[src/rtl/jedro_1_mem_arbiter.sv]
// Single-port data-memory arbiter for jedro-1: IFU vs LSU, one transaction outstanding, response timeout.
// Optional round-robin arbitration on simultaneous requests when JEDRO_1_ARB_RR_EN is defined (else LSU has fixed priority).
module jedro_1_mem_arbiter #(
    parameter int DATA_WIDTH  = 32,
    parameter int ADDR_WIDTH  = 32,
    parameter int RSP_TIMEOUT = 255
) (
    input  logic                  clk_i,
    input  logic                  rst_i,
    input  logic                  ifu_req_i,
    input  logic [ADDR_WIDTH-1:0] ifu_addr_i,
    output logic                  ifu_gnt_o,
    output logic                  ifu_rvalid_o,
    output logic [DATA_WIDTH-1:0] ifu_rdata_o,
    input  logic                  lsu_req_i,
    input  logic                  lsu_we_i,
    input  logic [3:0]            lsu_be_i,
    input  logic [ADDR_WIDTH-1:0] lsu_addr_i,
    input  logic [DATA_WIDTH-1:0] lsu_wdata_i,
    output logic                  lsu_gnt_o,
    output logic                  lsu_rvalid_o,
    output logic [DATA_WIDTH-1:0] lsu_rdata_o,
    output logic                  mem_req_o,
    output logic                  mem_we_o,
    output logic [3:0]            mem_be_o,
    output logic [ADDR_WIDTH-1:0] mem_addr_o,
    output logic [DATA_WIDTH-1:0] mem_wdata_o,
    input  logic                  mem_gnt_i,
    input  logic                  mem_rvalid_i,
    input  logic [DATA_WIDTH-1:0] mem_rdata_i,
    output logic                  err_o
);

    localparam int CNT_W = $clog2(RSP_TIMEOUT + 1);
    localparam logic [CNT_W-1:0] CNT_LAST = CNT_W'(RSP_TIMEOUT - 1);
    localparam logic [CNT_W-1:0] CNT_MAX  = {CNT_W{1'b1}};

    typedef enum logic [1:0] {IDLE = 2'd0, REQ = 2'd1, RSP = 2'd2} state_t;
    typedef enum logic {OWN_IFU = 1'b0, OWN_LSU = 1'b1} owner_t;

    state_t                state_r, state_s;
    owner_t                owner_r, sel_s;
    logic [CNT_W-1:0]      cnt_r;
    logic                  timeout_s;
    logic                  gnt_s;
    logic                  rsp_s;
    logic [DATA_WIDTH-1:0] rsp_data_s;

`ifdef JEDRO_1_ARB_RR_EN
    owner_t last_owner_r;

    // Remember who was served last so a contended request alternates owners.
    always_ff @(posedge clk_i) begin
        if (rst_i) begin
            last_owner_r <= OWN_LSU;
        end else if ((state_r == IDLE) && (state_s == REQ)) begin
            last_owner_r <= sel_s;
        end else begin
            last_owner_r <= last_owner_r;
        end
    end
`endif

    // Pick the owner of the next transaction from the pending requests.
    always_comb begin
        sel_s = OWN_IFU;
        if (ifu_req_i && lsu_req_i) begin
`ifdef JEDRO_1_ARB_RR_EN
            sel_s = (last_owner_r == OWN_IFU) ? OWN_LSU : OWN_IFU;
`else
            sel_s = OWN_LSU;
`endif
        end else if (lsu_req_i) begin
            sel_s = OWN_LSU;
        end else begin
            sel_s = OWN_IFU;
        end
    end

    // Next-state logic and response-timeout detection.
    always_comb begin
        state_s   = state_r;
        timeout_s = 1'b0;
        case (state_r)
            IDLE: begin
                if (ifu_req_i || lsu_req_i) state_s = REQ;
                else                        state_s = IDLE;
            end
            REQ: begin
                if (mem_gnt_i) state_s = RSP;
                else           state_s = REQ;
            end
            RSP: begin
                if (mem_rvalid_i) begin
                    state_s = IDLE;
                end else if (cnt_r == CNT_LAST) begin
                    timeout_s = 1'b1;
                    state_s   = IDLE;
                end else begin
                    state_s = RSP;
                end
            end
            default: state_s = IDLE;
        endcase
    end

    // State, owner, timeout counter and registered memory request.
    always_ff @(posedge clk_i) begin
        if (rst_i) begin
            state_r     <= IDLE;
            owner_r     <= OWN_IFU;
            cnt_r       <= {CNT_W{1'b0}};
            mem_req_o   <= 1'b0;
            mem_we_o    <= 1'b0;
            mem_be_o    <= 4'b0000;
            mem_addr_o  <= {ADDR_WIDTH{1'b0}};
            mem_wdata_o <= {DATA_WIDTH{1'b0}};
        end else begin
            state_r <= state_s;
            case (state_r)
                IDLE: begin
                    if (state_s == REQ) begin
                        owner_r   <= sel_s;
                        mem_req_o <= 1'b1;
                        if (sel_s == OWN_LSU) begin
                            mem_we_o    <= lsu_we_i;
                            mem_be_o    <= lsu_be_i;
                            mem_addr_o  <= lsu_addr_i;
                            mem_wdata_o <= lsu_wdata_i;
                        end else begin
                            mem_we_o    <= 1'b0;
                            mem_be_o    <= 4'b1111;
                            mem_addr_o  <= ifu_addr_i;
                            mem_wdata_o <= {DATA_WIDTH{1'b0}};
                        end
                    end
                end
                REQ: begin
                    if (mem_gnt_i) begin
                        mem_req_o <= 1'b0;
                        cnt_r     <= {CNT_W{1'b0}};
                    end
                end
                RSP: begin
                    // Saturating count; the timeout exit normally fires first.
                    if (!mem_rvalid_i && (cnt_r != CNT_MAX)) begin
                        cnt_r <= cnt_r + CNT_W'(1);
                    end
                end
                default: begin
                    mem_req_o <= 1'b0;
                end
            endcase
        end
    end

    // Grant and response are steered to the owner; a reset cycle suppresses them.
    assign gnt_s      = !rst_i && (state_r == REQ) && mem_gnt_i;
    assign rsp_s      = !rst_i && (state_r == RSP) && (mem_rvalid_i || timeout_s);
    assign rsp_data_s = (rsp_s && mem_rvalid_i) ? mem_rdata_i : {DATA_WIDTH{1'b0}};

    assign ifu_gnt_o    = gnt_s && (owner_r == OWN_IFU);
    assign lsu_gnt_o    = gnt_s && (owner_r == OWN_LSU);
    assign ifu_rvalid_o = rsp_s && (owner_r == OWN_IFU);
    assign lsu_rvalid_o = rsp_s && (owner_r == OWN_LSU);
    assign ifu_rdata_o  = (owner_r == OWN_IFU) ? rsp_data_s : {DATA_WIDTH{1'b0}};
    assign lsu_rdata_o  = (owner_r == OWN_LSU) ? rsp_data_s : {DATA_WIDTH{1'b0}};
    assign err_o        = rsp_s && timeout_s;

endmodule

[config.mk]
export PLATFORM = sky130hd
export DESIGN_NAME = jedro_1_mem_arbiter
export DESIGN_NICKNAME = d
export VERILOG_FILES = /design/src/rtl/jedro_1_mem_arbiter.sv
export SDC_FILE = /design/constraint.sdc
export NUM_CORES = 1
export LEC_CHECK = 0
export ABC_AREA = 1
export CORE_MARGIN = 2
export CORE_UTILIZATION = 35
export CTS_CLUSTER_DIAMETER = 120
export DETAILED_ROUTE_END_ITERATION = 7
export HOLD_SLACK_MARGIN = 0.05
export PLACE_DENSITY = 0.81
export SKIP_LAST_GASP = 1
export SLEW_MARGIN = 5
export SYNTH_ARGS = -nofsm -noshare
export SYNTH_HDL_FRONTEND = slang
export SYNTH_SLANG_ARGS = --single-unit
[constraint.sdc]
create_clock -name clk_i -period 1.7 [get_ports clk_i]
set_input_delay 0.425 -clock clk_i [delete_from_list [all_inputs] [get_ports clk_i]]
set_output_delay 0.425 -clock clk_i [all_outputs]
set_load 0.005 [all_outputs]
**Word-level counts from Yosys, hierarchy flattened**

Index checks and enable logic that the tools add are counted.

- Reduce and logical (&&, ||, !) cells: 21
- Bitwise gates (word level): 2
- $add $sub $neg: 1
- Multiplexer cells: 23
- Equal/unequal tests: 8

Operators with widths:

| cell | count |
|---|---|
| 32-bit 2-to-1 mux | 5 |
| 8-bit 2-to-1 mux | 2 |
| 8-bit case mux with 2 select lines | 1 |
| 1-bit logical AND | 12 |
| 1-bit 2-to-1 mux | 9 |
| 8-bit by 1-bit adder with 8-bit output (second input constant) | 1 |
| 8-bit equality test (second input constant) | 1 |
| 8-bit inequality test (second input constant) | 1 |
| 2-bit 2-to-1 mux | 3 |
| 2-bit inequality test (second input constant) | 3 |
| 2-bit case mux with 3 select lines | 1 |
| 3-bit AND reduction | 2 |
| 2-bit by 1-bit equality test with 1-bit output (second input constant) | 2 |
| 4-bit 2-to-1 mux | 1 |
| 1-bit case mux with 3 select lines | 1 |
| 2-bit equality test (second input constant) | 1 |
| 1-bit logical NOT | 2 |
| 2-bit logical NOT | 1 |
| 1-bit logical OR | 2 |
| 1-bit inverter | 2 |
| 2-bit AND reduction | 1 |
| 2-bit nonzero test | 1 |

- Flip-flop bits (word level): 81
- Output and inout port bits: 139
- Word-level logic and storage cells: 63
- Bits of input ports: 139

**Logic depth before layout (Yosys ltp)**

Gate-level depths: netlist of run 1.

- Word-level depth: 9
- Gate-level depth with buffers: 10
- Gate-level depth less buffers: 10

**Worst setup path before layout of run 1**

OpenSTA, ideal clock, no wires.

- Path kind: reg-to-output
- Start: register state_r[0]
- End: output ifu_rdata_o[10]
- Required time: 1.275 ns
- Buffers on the path: 1
- Stages on the path, launching flop included: 7
- Arrival time: 1.094 ns
- Path slack: 0.181 ns
- Path through: dfxtp_1 inv_1 nand2_2 nor2_1 nand2_2 buf_2 nor3_1

- Cells in the longest elaborated chain, start to end: 7
- Elaborated cells on any way between the ends: 8
- Those cells by class: eq/ne (1); mux (3); reduce/logical (4)

Ends and longest elaborated chain:

| item | RTL line | source |
|---|---|---|
| start, declared | 41 | `state_t state_r, state_s;` |
| start signal, assigned | 119 | `state_r <= state_s;` |
| 2-bit equality test * | 84, 159 |  |
| 1-bit 2-to-1 mux | 84 | `case (state_r)` |
| 1-bit logical OR | 159 | `assign rsp_s = !rst_i && (state_r == RSP) && (mem_rvalid_i \|\| timeout_s);` |
| 1-bit logical AND * | 159 |  |
| 1-bit logical AND * | 160 | `assign rsp_data_s = (rsp_s && mem_rvalid_i) ? mem_rdata_i : {DATA_WIDTH{1'b0}};` |
| 32-bit 2-to-1 mux * | 160 |  |
| 32-bit 2-to-1 mux * | 166 | `assign ifu_rdata_o = (owner_r == OWN_IFU) ? rsp_data_s : {DATA_WIDTH{1'b0}};` |
| end, declared | 14 | `output logic [DATA_WIDTH-1:0] ifu_rdata_o,` |

Mark *: on every way between the ends. The rest lies on a longest branch, timed or not.

**Worst setup path after layout of run 1**

- Start: register state_r[0]
- End: output ifu_rdata_o[21]

Same word-level chain as after synthesis.

==> results of run 1 <==
cell usage after synthesis (4+ instances only):
cell type  number  area (um^2)
nand2_1       158          593
dfxtp_1        81         1620
nor3_1         66          330
inv_1          45          169
a21oi_1        39          195
o21ai_0        38          190
nor2_1         33          124
a31oi_1        32          200
clkbuf_1       19         71.3
nand3_1        11         55.1
buf_2           9         45.0
buf_6           9          101
nand2_2         4         25.0
power breakdown:
group | total (mW) | internal (mW) | switching [mW] | leakage, nW
sequential | 2.13 | 2.05 | 0.0797 | 0.670
clock | 1.59 | 0.842 | 0.751 | 0.107
combinational | 1.42 | 0.787 | 0.629 | 2.67
total | 5.14 | 3.68 | 1.46 | 3.45
state kept, by name, summed over array words and instances, names as in the netlist:
| register | cells |
|---|---|
| cnt_r | 8 |
| mem_we_o | 1 |
| owner_r | 1 |
| mem_req_o | 1 |
| mem_be_o | 4 |
| state_r | 2 |
| mem_wdata_o | 32 |
| mem_addr_o | 32 |
cell type report:
class	count	area, um^2
clock buffer	9	124
clock inverter	7	101
fill	817	3150
inverter	48	183
multi-input combinational	395	2310
sequential	81	1630
tap	140	175
timing repair buffer	343	3160
through the flow:
stage	setup TNS (ns)	worst slack, ns	power, mW	hold slack, ns	area, um^2
2_1_floorplan	0	0.181	2.65	0.456	3900
3_3_place_gp	-49.61	-0.634	3.45	0.450	7010
3_5_place_dp	-52.21	-0.706	3.48	0.456	7010
4_1_cts	-23.59	-0.454	5.12	0.445	7420
5_1_grt	-26.56	-0.565	5.38	0.469	7690
6_report	-20.91	-0.427	5.14	0.469	7690
worst max-delay path by stage:
stage / slack (ns) / endpoint / start / depth (start not counted)
after global placement: -0.63 / ifu_rdata_o[24] / mem_rvalid_i / 5
after global routing: -0.57 / ifu_rdata_o[0] / state_r[0]$_SDFF_PP0_ / 8
after detailed placement: -0.71 / ifu_rdata_o[20] / mem_rvalid_i / 5
after CTS: -0.45 / lsu_rdata_o[11] / state_r[0]$_SDFF_PP0_ / 8
final: -0.43 / ifu_rdata_o[21] / state_r[0]$_SDFF_PP0_ / 8
after floorplan: 0.18 / ifu_rdata_o[10] / state_r[0]$_SDFF_PP0_ / 6
repair_timing:
action / 4_1_cts / 5_1_grt
resized for setup: 308 / 101
setup buffers: 14 / 6
gates cloned: 4 / 2
hold buffers: 0 / 0
setup endpoints to repair: 73 / 124
pin swaps: 5 / 8
per-layer routing:
layer / wire (um) / GRT usage (%) / vias up
li1: - / - / 2482
met1: 5490 / 24.0 / 2393
met2: 8880 / 46.3 / 268
met3: 1570 / 7.17 / 58
met4: 822 / 15.5 / 0
met5: 0 / 0 / -
kinds of logic after synthesis:
| group | count (synthesis) | synth area share, % |
|---|---|---|
| and+or+nand+nor | 279 | 30.5 |
| AOI/OAI and AO/OA | 112 | 15.9 |
| buffers and inverters | 90 | 10.9 |
| DFF | 81 | 41.6 |
| xor gates and xnor gates | 2 | 0.450 |
| adders and majority gates | 2 | 0.642 |
tightest hold or removal path, delay by kind of cell, from the launching register on:
family,cells,cell delay (ns)
compound gates,1,0.05
flops,1,0.32
simple gates,1,0.06
==> flow_metrics.py, run 1 <==
metrics = {
    "cells_and_area": {
        "mostFrequentLayoutCell": "clkdlybuf4s50_1",
        "nNetsFinal": 1019,
        "utilization_pct": 70.9,
        "final_cells": 1023,
        "antenna_cells": 0,
        "drive_above_1_share_pct": 27.5,
        "syn2layout_area_growth_pct": 97.3,
        "layout_common_cells": "clkdlybuf4s50_1 (194), nand2_1 (155), dfxtp_1 (72)",
    },
    "timing": {
        "period_share_pct": 125,
        "finClkSkew_ns": 0.00638,
        "fmax_ghz": 0.470,
        "worst_pin_slew_ns": 0.442,
        "hold_violations": 0,
        "fin_ws_ns": -0.427,
        "fin_crit_ns": 2.13,
        "slew_headroom_pct": 70.5,
        "drv_slew": 0,
        "rsz0062_at_grt": "yes",
        "report.final.setup_viol": 69,
    },
    "clock_tree": {
        "cts.path.max_buffers": 2,
        "clk_pin_slew_ns": 0.08,
        "cts_tree": "built",
        "root_buffer": "clkbuf_8",
        "cts_htree_levels": 3,
        "cts.sinks": 81,
        "cts_made_buffers": 9,
        "clk_latency_ns": 0.36,
    },
    "run_status": {
        "violations": "setup timing",
        "status": "finished, violations left",
    },
    "floorplanning": {
        "die_x_um": 110,
        "fp.dieH_um": 110,
        "die_area_um2": 12000,
        "num_rows": 38,
        "io_pins": 278,
        "initial_core_util_pct": 36.0,
        "coreArea_um2": 10800,
    },
    "synth": {
        "syn_area_per_cell_um2": 6.89,
        "netlist_area_um2": 3900,
        "yosysSeqAreaShare_pct": 41.6,
        "synth_edf_count": 0,
        "yosys_most_used_dff": "dfxtp_1",
        "synthArstFlopShare_pct": 0,
        "synth_nets": 707,
        "synthCells": 566,
        "ys_seq_elements": 81,
        "yosysWarnings": 0,
        "yosysUniqueCellTypes": 28,
    },
    "critical_path": {
        "crit_type": "reg -> out",
        "path_buf_inv": 4,
        "crit_top_cell": "nand2_4",
        "cp_data_arrival_time_ns": 1.70,
        "reg2reg_from": "state_r[0]$_SDFF_PP0_",
        "r2r_end": "mem_wdata_o[19]$_SDFFE_PP0P_",
        "crit_path_top_delay_cell": "dfxtp_2",
        "ff2ff_path_depth": 9,
        "max_stage_delay_ns": 0.34,
        "reg2reg_slack_ns": 0.08,
        "required_ns": 1.27,
        "endpoint_kind": "primary output",
        "cp_cell_sequence": "inv_4, nand2_4, nor2_4, nand2_4, buf_4, clkbuf_16, nor3_2, buf_2",
        "cp_top_family": "buffers and inverters",
        "timing.critical_path.from_type": "flip-flop",
        "cp_max_fo": 8,
    },
    "worst_hold_path": {
        "holdPathStages": 2,
        "hp-start": "mem_wdata_o[8]$_SDFFE_PP0P_",
        "hold_class": "reg -> reg",
        "holdPathEnd": "mem_wdata_o[8]$_SDFFE_PP0P_",
    },
    "drt": {
        "ant_nets": 0,
        "drt_first_iter_violations": 289,
        "wl_um": 16800,
        "avgViaCountPerCell": 5.08,
        "via_count": 5201,
        "firstDrtPassIters": 5,
        "wl_per_cell_um": 16.4,
        "remaining_drc_errors": 0,
    },
    "placed_design": {
        "place.gp.congestion": 0.856,
        "dpl.hpwl_um": 11500,
        "portBuffers": 277,
        "dp_cells": 985,
    },
    "job": {
        "maxCapViolations": 0,
    },
    "power_and_ir_drop": {
        "p_per_area_nw_per_um2": 668,
        "power.leakage_nw": 3.45,
        "irDropWorstVdd_mv": 0.642,
    },
    "grt": {
        "grt_overflow_total": 0,
        "grt_usage_pct": 24.9,
        "grt_pass1_vias": 4923,
        "grt_max_degree": 41,
        "grt_pass1_wl_um": 23400,
        "antenna_found_initial": 0,
    },
}
Note: power is estimated with default switching activity, not from simulation.
==> inputs of run 2 (changes only) <==
Settings changed: CORE_ASPECT_RATIO from default to 0.6, CORE_MARGIN 2 to 3.
==> flow_metrics.py, run 2 (same netlist as run 1, synthesis figures left out) <==
metrics = {
    "placed_design": {
        "portBuffers": 277,
        "dp_cells": 978,
        "place.gp.congestion": 0.884,
        "pre_cts_slack_ns": -0.713,
        "dpl.hpwl_um": 11500,
    },
    "power_and_ir_drop": {
        "swShare_pct": 26.3,
        "p_per_area_nw_per_um2": 717,
        "power.leakage_nw": 3.27,
        "p_seq_share_pct": 38.3,
        "combPwrFrac_pct": 25.0,
        "p_clk_share_pct": 36.7,
        "irDropWorstVdd_mv": 0.568,
        "p_int_mw": 4.11,
        "switchingPower_mw": 1.47,
    },
    "grt": {
        "grtUsageMet1_pct": 30.0,
        "grt.busiest_layer": "met2",
        "use_met3_pct": 7.86,
        "met2_usage_pct": 40.3,
        "grt_pass1_vias": 4826,
        "grt_overflow_total": 0,
        "grt_usage_pct": 24.0,
        "grt_pass1_wl_um": 24200,
        "grt_max_degree": 38,
        "antenna_found_initial": 0,
    },
    "worst_hold_path": {
        "hold_class": "reg -> reg",
    },
    "critical_path": {
        "r2r_end": "cnt_r[4]$_SDFFE_PP0P_",
        "timing.critical_path.from_type": "flip-flop",
        "reg2reg_slack_ns": 0.05,
        "cp_data_arrival_time_ns": 1.73,
        "required_ns": 1.27,
        "ff2ff_path_depth": 12,
        "crit_path_start": "state_r[0]$_SDFF_PP0_",
        "cp_max_fo": 16,
        "endpoint_kind": "primary output",
        "crit_type": "reg -> out",
        "reg2reg_from": "state_r[0]$_SDFF_PP0_",
        "endpoint": "ifu_rdata_o[23]",
    },
    "cells_and_area": {
        "top_regs": "mem_addr_o (32), mem_wdata_o (32), cnt_r (8)",
        "drive_above_1_share_pct": 24.9,
        "mostFrequentLayoutCell": "clkdlybuf4s50_1",
        "layout_common_cells": "clkdlybuf4s50_1 (205), nand2_1 (153), dfxtp_1 (73)",
        "antenna_cells": 0,
        "utilization_pct": 72.6,
        "syn2layout_area_growth_pct": 99.3,
        "final_cells": 1014,
        "nFillCells": 789,
        "nNetsFinal": 1011,
    },
    "drt": {
        "remaining_drc_errors": 0,
        "avgViaCountPerCell": 5.04,
        "wl_per_cell_um": 16.9,
        "wl_um": 17100,
        "ant_nets": 0,
        "drt_first_iter_violations": 336,
        "via_count": 5113,
        "firstDrtPassIters": 5,
    },
    "clock_tree": {
        "clk_pin_slew_ns": 0.06,
        "root_buffer": "clkbuf_16",
        "cts_made_buffers": 9,
        "ctsHoldBuffers": 0,
        "cts.path.max_buffers": 2,
        "cts.sinks": 81,
        "clk_latency_ns": 0.32,
        "cts_tree": "built",
        "cts_htree_levels": 3,
    },
    "timing": {
        "drv_slew": 0,
        "finClkSkew_ns": 0.00701,
        "fmax_ghz": 0.465,
        "slew_headroom_pct": 71.4,
        "period_share_pct": 127,
        "worst_pin_slew_ns": 0.424,
        "fin_crit_ns": 2.15,
        "fin_ws_ns": -0.453,
        "hold_violations": 0,
        "report.final.setup_viol": 69,
        "rsz0062_at_grt": "yes",
    },
    "job": {
        "maxCapViolations": 0,
    },
    "floorplanning": {
        "io_pins": 278,
        "fp.dieH_um": 87.7,
        "die_area_um2": 12500,
        "initial_core_util_pct": 36.4,
        "num_rows": 29,
        "die_x_um": 142,
        "coreArea_um2": 10700,
    },
    "run_status": {
        "violations": "setup timing",
        "status": "finished, violations left",
    },
}
-- run 2: cell count changes in the layout (fill, tap and decap cells not counted), moves of 9 or more --
cell and change:
nor3_2 -11, clkbuf_8 -9, clkbuf_16 +10, nor3_1 +9, clkbuf_2 +14, clkdlybuf4s50_1 +11, buf_2 -26
-- run 2: repair_timing --
item,in CTS,in global routing
setup buffers,8,7
gates cloned,3,4
endpoints found under the setup margin,69,81
pin swaps,9,10
gates resized for setup,207,138
-- run 2: worst min-delay path by stage --
stage / start / endpoint / slack, ns / depth (start not counted)
finish: mem_wdata_o[3]$_SDFFE_PP0P_ / mem_wdata_o[3]$_SDFFE_PP0P_ / 0.47 / 2
global route: mem_wdata_o[13]$_SDFFE_PP0P_ / mem_wdata_o[13]$_SDFFE_PP0P_ / 0.49 / 2
CTS: mem_wdata_o[13]$_SDFFE_PP0P_ / mem_wdata_o[13]$_SDFFE_PP0P_ / 0.47 / 2
detailed placement: mem_wdata_o[13]$_SDFFE_PP0P_ / mem_wdata_o[13]$_SDFFE_PP0P_ / 0.46 / 2
global placement: mem_wdata_o[5]$_SDFFE_PP0P_ / mem_wdata_o[5]$_SDFFE_PP0P_ / 0.45 / 2
floorplan: mem_req_o$_SDFFE_PP0P_ / mem_req_o$_SDFFE_PP0P_ / 0.46 / 2
-- run 2: per-layer routing --
layer	vias up	wire [um]
met5	-	0
met2	221	8160
met3	44	1370
li1	2469	-
met4	0	512
met1	2379	7100
-- run 2: power groups by stage --
stage	clock network, mW	logic [mW]	registers, mW
6_report	2.04	1.39	2.14
5_1_grt	2.17	1.50	2.15
4_1_cts	2.09	1.32	2.14
3_5_place_dp	0	1.28	2.17
3_3_place_gp	0	1.25	2.16
2_1_floorplan	0	0.472	2.18
-- run 2: area by class of cell --
type / instances / area (um^2) / area share [%]
multi-input combinational: 396 / 2330 / 30.0
inverter: 48 / 180 / 2.32
tap: 139 / 174 / 2.24
sequential: 81 / 1630 / 21.0
clock inverter: 7 / 95.1 / 1.22
clock buffer: 9 / 225 / 2.90
timing repair buffer: 334 / 3130 / 40.4
-- run 2: through the flow --
stage | total power [mW] | TNS [ns] | hold slack [ns] | area (um^2)
global route | 5.81 | -25.83 | 0.485 | 7770
floorplan | 2.65 | 0 | 0.456 | 3900
global placement | 3.42 | -58.49 | 0.450 | 6950
finish | 5.57 | -21.73 | 0.468 | 7770
detailed placement | 3.45 | -59.77 | 0.457 | 6950
CTS | 5.55 | -22.27 | 0.468 | 7530
-- run 2: worst max-delay path, stage by stage (launching register included) --
cell,delay (ns)
dfxtp_2,0.32
inv_2,0.08
nand2_4,0.07
nor2_4,0.15
nand2_8,0.15
buf_16,0.19
nor3_1,0.24
buf_2,0.20
